===== src/rtl/debounce_edge_pkg.sv =====
// debounce_edge_pkg
// Shared constants for the debouncer: FSM state codes and the default
// qualification length. No ports; imported by debounce_edge.
package debounce_edge_pkg;

    // 2-bit binary state encoding; all four codes are legal states.
    localparam logic [1:0] ST_IDLE_LOW  = 2'd0;
    localparam logic [1:0] ST_WAIT_HIGH = 2'd1;
    localparam logic [1:0] ST_IDLE_HIGH = 2'd2;
    localparam logic [1:0] ST_WAIT_LOW  = 2'd3;

    // Consecutive synchronized cycles needed to accept a level change.
    localparam int unsigned STABLE_CYCLES_DEFAULT = 4;

    // Width of the stability counter.
    localparam int unsigned CNT_W_DEFAULT = 5;

endpackage


===== src/rtl/sync_2ff.sv =====
// sync_2ff
// Two chained D flip-flops that bring an asynchronous 1-bit signal into the
// clk domain.
// Ports:
//   clk - rising-edge clock
//   rst - synchronous, active-high reset (both stages clear to 0)
//   d   - asynchronous input
//   q   - synchronized output, two clk edges behind d
module sync_2ff (
    input  logic clk,
    input  logic rst,
    input  logic d,
    output logic q
);

    logic meta;

    always_ff @(posedge clk) begin
        if (rst) begin
            meta <= 1'b0;
            q    <= 1'b0;
        end else begin
            meta <= d;
            q    <= meta;
        end
    end

endmodule


===== src/rtl/debounce_edge.sv =====
// debounce_edge
// Debounces a raw, bouncy 1-bit input. The input is synchronized by
// sync_2ff, then an FSM with a stability counter accepts a new value only
// after it has been seen for STABLE_CYCLES consecutive synchronized cycles.
// Ports:
//   clk      - rising-edge clock
//   rst      - synchronous, active-high reset
//   din      - raw asynchronous input
//   level    - debounced level
//   rise     - one-cycle pulse when level goes 0->1
//   fall     - one-cycle pulse when level goes 1->0
//   rise_cnt - count of accepted rising edges, wraps 255->0
module debounce_edge
    import debounce_edge_pkg::*;
#(
    parameter int unsigned STABLE_CYCLES = STABLE_CYCLES_DEFAULT,
    parameter int unsigned CNT_W         = CNT_W_DEFAULT
) (
    input  logic       clk,
    input  logic       rst,
    input  logic       din,
    output logic       level,
    output logic       rise,
    output logic       fall,
    output logic [7:0] rise_cnt
);

    // Counter value on the cycle that completes qualification.
    localparam logic [CNT_W-1:0] CNT_LAST = CNT_W'(STABLE_CYCLES - 1);

    logic             sync2;
    logic [1:0]       state_q, state_d;
    logic [CNT_W-1:0] cnt_q, cnt_d;
    logic             level_d, rise_d, fall_d;
    logic [7:0]       rise_cnt_d;

    sync_2ff u_sync (
        .clk (clk),
        .rst (rst),
        .d   (din),
        .q   (sync2)
    );

    always_comb begin
        state_d    = state_q;
        cnt_d      = cnt_q;
        level_d    = level;
        rise_d     = 1'b0;
        fall_d     = 1'b0;
        rise_cnt_d = rise_cnt;
        case (state_q)
            ST_IDLE_LOW: begin
                if (sync2) begin
                    state_d = ST_WAIT_HIGH;
                    cnt_d   = CNT_W'(1);
                end else begin
                    cnt_d = '0;
                end
            end
            ST_WAIT_HIGH: begin
                if (!sync2) begin
                    // Bounce: drop back without touching level.
                    state_d = ST_IDLE_LOW;
                    cnt_d   = '0;
                end else if (cnt_q == CNT_LAST) begin
                    state_d    = ST_IDLE_HIGH;
                    cnt_d      = '0;
                    level_d    = 1'b1;
                    rise_d     = 1'b1;
                    rise_cnt_d = rise_cnt + 8'd1;
                end else begin
                    cnt_d = cnt_q + CNT_W'(1);
                end
            end
            ST_IDLE_HIGH: begin
                if (!sync2) begin
                    state_d = ST_WAIT_LOW;
                    cnt_d   = CNT_W'(1);
                end else begin
                    cnt_d = '0;
                end
            end
            ST_WAIT_LOW: begin
                if (sync2) begin
                    state_d = ST_IDLE_HIGH;
                    cnt_d   = '0;
                end else if (cnt_q == CNT_LAST) begin
                    state_d = ST_IDLE_LOW;
                    cnt_d   = '0;
                    level_d = 1'b0;
                    fall_d  = 1'b1;
                end else begin
                    cnt_d = cnt_q + CNT_W'(1);
                end
            end
            default: begin
                state_d = ST_IDLE_LOW;
                cnt_d   = '0;
                level_d = 1'b0;
            end
        endcase
    end

    always_ff @(posedge clk) begin
        if (rst) begin
            state_q  <= ST_IDLE_LOW;
            cnt_q    <= '0;
            level    <= 1'b0;
            rise     <= 1'b0;
            fall     <= 1'b0;
            rise_cnt <= 8'd0;
        end else begin
            state_q  <= state_d;
            cnt_q    <= cnt_d;
            level    <= level_d;
            rise     <= rise_d;
            fall     <= fall_d;
            rise_cnt <= rise_cnt_d;
        end
    end

endmodule


===== config.mk =====
export PLATFORM = sky130hd
export DESIGN_NAME = debounce_edge
export DESIGN_NICKNAME = d
export VERILOG_FILES = /design/src/rtl/debounce_edge_pkg.sv /design/src/rtl/sync_2ff.sv /design/src/rtl/debounce_edge.sv
export SDC_FILE = /design/constraint.sdc
export NUM_CORES = 1
export LEC_CHECK = 0
export BUFFER_PORTS_ARGS = -buffer_cell sky130_fd_sc_hd__buf_4
export CORE_MARGIN = 5
export CORE_UTILIZATION = 57
export DETAILED_ROUTE_END_ITERATION = 12
export PLACE_DENSITY = 0.8
export SLEW_MARGIN = 10
export SYNTH_ARGS = -nofsm -noshare
export SYNTH_HDL_FRONTEND = slang
export SYNTH_SLANG_ARGS = --single-unit

===== constraint.sdc =====
create_clock -name clk -period 3.5 [get_ports clk]
set_input_delay 0.525 -clock clk [delete_from_list [all_inputs] [get_ports clk]]
set_output_delay 0.525 -clock clk [all_outputs]
set_load 0.01 [all_outputs]

After elaboration in Yosys (flattened, before gate mapping)
Cells that the tools add are included.
W data, S select, Z words.
{"block": "totals", "out_inout_bits": 11, "ff_bits": 20, "wordCells": 51, "input_bits": 3}
{"block": "op_classes", "n_mux": 19, "bitwise_logic": 3, "n_reduce_logical": 7, "eq_ne": 12, "n_addsub": 2}
{"cell": "$pmux W5 S4", "n": 1}
{"cell": "$mux W5", "n": 3}
{"cell": "$mux W2", "n": 6}
{"cell": "$add A8 B1 Y8 const B", "n": 1}
{"cell": "$ne A2 B2 Y1 const B", "n": 4}
{"cell": "$pmux W2 S4", "n": 1}
{"cell": "$mux W1", "n": 7}
{"cell": "$reduce_or A3 Y1", "n": 2}
{"cell": "$add A5 B1 Y5 const B", "n": 1}
{"cell": "$eq A5 B2 Y1 const B", "n": 1}
{"cell": "$reduce_and A5 Y1", "n": 1}
{"cell": "$eq A2 B2 Y1 const B", "n": 2}
{"cell": "$ne A2 B1 Y1 const B", "n": 2}
{"cell": "$reduce_and A4 Y1", "n": 1}
{"cell": "$ne A3 B2 Y1 const B", "n": 1}
{"cell": "$ne A3 B3 Y1 const B", "n": 1}
{"cell": "$not A1 Y1", "n": 3}
{"cell": "$reduce_and A3 Y1", "n": 1}
{"cell": "$eq A2 B1 Y1 const B", "n": 1}
{"cell": "$logic_not A2 Y1", "n": 1}
{"cell": "$pmux W1 S2", "n": 1}
{"cell": "$reduce_bool A2 Y1", "n": 1}

Depth between registers and ports, before layout
{"block": "logic_depth", "word_depth": 4, "depth_mapped": 6, "ltp_nobuf": 4}

Modules after synthesis
Synthesis repeated with hierarchy kept, for this count alone.
{"block": "unflattened", "hier_cells": 95, "hier_area_um2": 860.8}
{"mod": "debounce_edge", "seq_area_each_um2": 360.3, "cells_per_inst": 91, "n_inst": 1, "area_each_um2": 808.3}
{"mod": "sync_2ff", "seq_area_each_um2": 40.0, "cells_per_inst": 4, "n_inst": 1, "area_each_um2": 52.6}

Worst setup path after synthesis
Ideal clock, no wire load.
{"block": "synth_timing", "path_type": "register -> register", "startpoint": "register cnt_q[0]", "endpoint": "register rise_cnt[6]", "setup_ns": 0.121, "path_buffers": 1, "synth_period_minus_slack_ns": 1.837, "arrival_ns": 1.716, "setup_slack_ns": 1.663, "required_time_ns": 3.379, "stages_incl_launch_ff": 6, "path_cell_list": "dfxtp_1 -> ha_1 -> or4b_1 -> buf_2 -> nor4_1 -> mux2_2"}
{"block": "synth_between", "elab_chain_cells": 2}
{"item": "start: declaration", "line": "debounce_edge.sv:33", "rtl": "logic [CNT_W-1:0] cnt_q, cnt_d;"}
{"item": "start signal: assignment", "line": "debounce_edge.sv:114", "rtl": "cnt_q <= cnt_d;"}
{"item": "$eq A5 B2 Y1", "line": "debounce_edge.sv:65", "rtl": "end else if (cnt_q == CNT_LAST) begin"}
{"item": "$reduce_and A3 Y1 (no source line)"}
{"item": "end signal: assignment", "line": "debounce_edge.sv:118", "rtl": "rise_cnt <= rise_cnt_d;"}
{"item": "end: declaration", "line": "debounce_edge.sv:25", "rtl": "output logic [7:0] rise_cnt"}
Every way passes these cells.
A chain may end at the register's enable or synchronous reset.

Worst setup path after layout
{"block": "layout_timing", "startpoint": "register cnt_q[0]", "endpoint": "register rise_cnt[5]"}
Same word-level chain as after synthesis.

==> flow_summary.toml <==
[status]
status = "finished, final reports clean"

[placement]
dp.cells = 119
routabilityCongestion = 0.7680
portBuffers = 13
placed_area_um2 = 958.4
dp_hpwl_um = 1135
pre_cts_ws_ns = 1.377

[yosys]
synth_edf_count = 0
synthTopCellsByArea = "dfxtp_1 46%, nor2b_1 4.3%, a21oi_1 4.1%"
synthesis.nets = 101
syn_area_per_cell_um2 = 9.006
yosys_warnings = 0
synth_cell_types = 29
yosysTopAreaCellShare_pct = 46.31
synth_seq_cells = 20
netlist_instances = 96
yosysTopAreaCell = "dfxtp_1"
synth_seq_area_share_pct = 46.31
synth_area_um2 = 864.6
synthFlopType = "dfxtp_1"
synthArstFlopShare_pct = 0

[critical_path]
cp_slowest_cell = "or4b_1"
cp.arrival_ns = 2.36
slowest_delay_ns = 0.72
crit_type = "reg2reg"
path_buf_inv = 0
path_cells = "ha_1 > or4b_1 > nor4_1 > mux2_2"
critPathLaunchType = "flip-flop"
path_max_fanout = 18
cp_top_family = "simple AND/OR/NAND/NOR gates"
cp-end-kind = "flip-flop"
cp_data_required_time_ns = 3.70

[floorplan]
num_rows = 14
start_util_pct = 58.76
io_pins = 14
die_area_mm2 = 0.002396
die_y_um = 48.95
dieWidth_um = 48.95
core_area_mm2 = 0.001471

[sta]
slew_headroom_pct = 66.01
fin_tns_setup_ns = 0
maxSlewViolCount = 0
setup_viol = 0
fin_crit_ns = 2.162
layout_setup_ws_ns = 1.338
post-route-period-util_pct = 61.76
fmax_mhz = 462.6
fin_skew_ns = 0.005303
hold_viol_final = 0
worstMarginPinSlew_ns = 0.5098
rsz0062_at_grt = "no"

[global_routing]
grt_max_degree = 19
grt_pass1_wl_um = 2822
gr-total-overflow = 0
grt.total_usage_pct = 14.77
grt_pass1_vias = 611
antenna_found_initial = 0

[final_layout]
area_growth_pct = 15.05
finalNonFillerCells = 123
stdcell_area_um2 = 994.7
final_layout_size_suffix_gt1_share_pct = 18.69
num-fill-cells = 138
final-seq-area_um2 = 400.4
final_nets = 113
final_core_util_pct = 67.60
num_antenna_cells = 0
multiInputGateArea_um2 = 421.7

[routing]
route.detailed.drc = 0
first_pass_iters = 4
wire_per_inst_um = 12.87
wl_met2_um = 635
vias_per_cell = 5.659
wl_um = 1583
top_layer = "met4"
met3_length_um = 103
m1WireLength_um = 823
drt-initial-drc-count = 7
ant_nets = 0
vias = 696

[clocking]
post_cts_buffers = 0
cts_tree = "done"
cts_max_level = 1
cts_hold_repair.buffers = 0
cts.sinks = 20
clk_pin_slew_ns = 0.11
numCtsBuffers = 3
ctsRootBufferMaster = "clkbuf_4"
clockBufferDepth = 2
clock_latency_ns = 0.30
ctsResizeCount = 0

[power_and_ir_drop]
worst_ir_drop_vdd_mv = 0.3016
power_leakage_nw = 0.3775
power.density_mw_per_mm2 = 383.2

[worst_hold_path]
hold_class = "in2reg"

[job]
cap_violations = 0
## per-layer routing
| metal | up-vias | global-route usage, % |
|---|---|---|
| met5 | - | 0 |
| met1 | 308 | 21.24 |
| li1 | 366 | - |
| met3 | 4 | 7.034 |
| met4 | 0 | 4.933 |
| met2 | 18 | 18.91 |
## worst register-to-register path: stages, from the launching register on
cell and delay, ns:
dfxtp_1 0.36, ha_1 0.22, or4b_1 0.72, nor4_1 0.40, mux2_2 0.37
## kinds of logic (layout without fill, tap and decap cells)
family                   count (synthesis)  count (layout)  synth area share [%]
buffers and inverters                   11              22                 4.920
flip-flops                              20              20                 46.31
multiplexers                             3               3                 3.907
AO/OA/AOI/OAI                           19              19                 13.60
XOR/XNOR                                 3               3                 3.040
AND/OR/NAND/NOR                         38              38                 25.33
adder cells (fa/ha/maj)                  2               2                 2.894
## cells in the final DEF (no fill, tap or decap), types with 2 or more instances in the layout
cell type and count:
mux2_2 3, or4_1 3, nor3_1 2, xor2_1 3
nor2b_1 6, inv_1 5, a21oi_1 7, nor4_1 3
clkbuf_4 3, o21ai_0 4, or3_1 2, ha_1 2
nand3_1 6, nor2_1 6, dfxtp_1 20, buf_4 13
o31ai_1 4, nand2_1 3
## sequential cells by signal, indices dropped and copies added (netlist names), named ones only
register and flops:
u_sync.meta 1, u_sync.q 1, level 1, state_q 1
rise 1, rise_cnt 8, fall 1, cnt_q 5
## per-stage QoR
stage                     total power, W  hold slack (ns)
after floorplan                0.0002481           0.4138
after global placement         0.0002539           0.4262
after detailed placement       0.0002544           0.4319
after CTS                      0.0003835           0.4393
after global routing           0.0004039           0.4272
final                          0.0003812           0.4394
## report_power, final
part | switching, W | internal (W)
clock | 0.0000687 | 0.0000634
combinational | 0.00000799 | 0.00000690
sequential | 0.00000302 | 0.000231
total | 0.0000797 | 0.000302
## synth_stat cells (2+ instances only)
cell / n
xor2_1: 3
nor4_1: 3
inv_1: 5
dfxtp_1: 20
a21oi_1: 7
nor3_1: 2
nand3_1: 6
nor2b_1: 6
o21ai_0: 4
ha_1: 2
nor2_1: 6
or4_1: 3
o31ai_1: 4
or3_1: 2
clkbuf_1: 5
nand2_1: 3
mux2_2: 3
## path summary, 6_finish.rpt
check,start,to,slack [ns],depth (start not counted)
worst max register to register,cnt_q[0]$_SDFF_PP0_,rise_cnt[5]$_SDFFE_PP0P_,1.34,4
worst min-delay path,din,u_sync.meta$_SDFF_PP0_,0.44,2
worst min register to register,u_sync.meta$_SDFF_PP0_,u_sync.q$_SDFF_PP0_,0.45,1
worst max-delay path,cnt_q[0]$_SDFF_PP0_,rise_cnt[5]$_SDFFE_PP0P_,1.34,4
## cell type report
type                            count  share of cell area, %
Multi-Input combinational cell     65                  42.39
Sequential cell                    20                  40.25
Timing Repair Buffer               13                  9.811
Clock buffer                        4                  3.648
Tap cell                           16                  2.013
Inverter                            5                  1.887
Power figures use the tool's default switching activity.
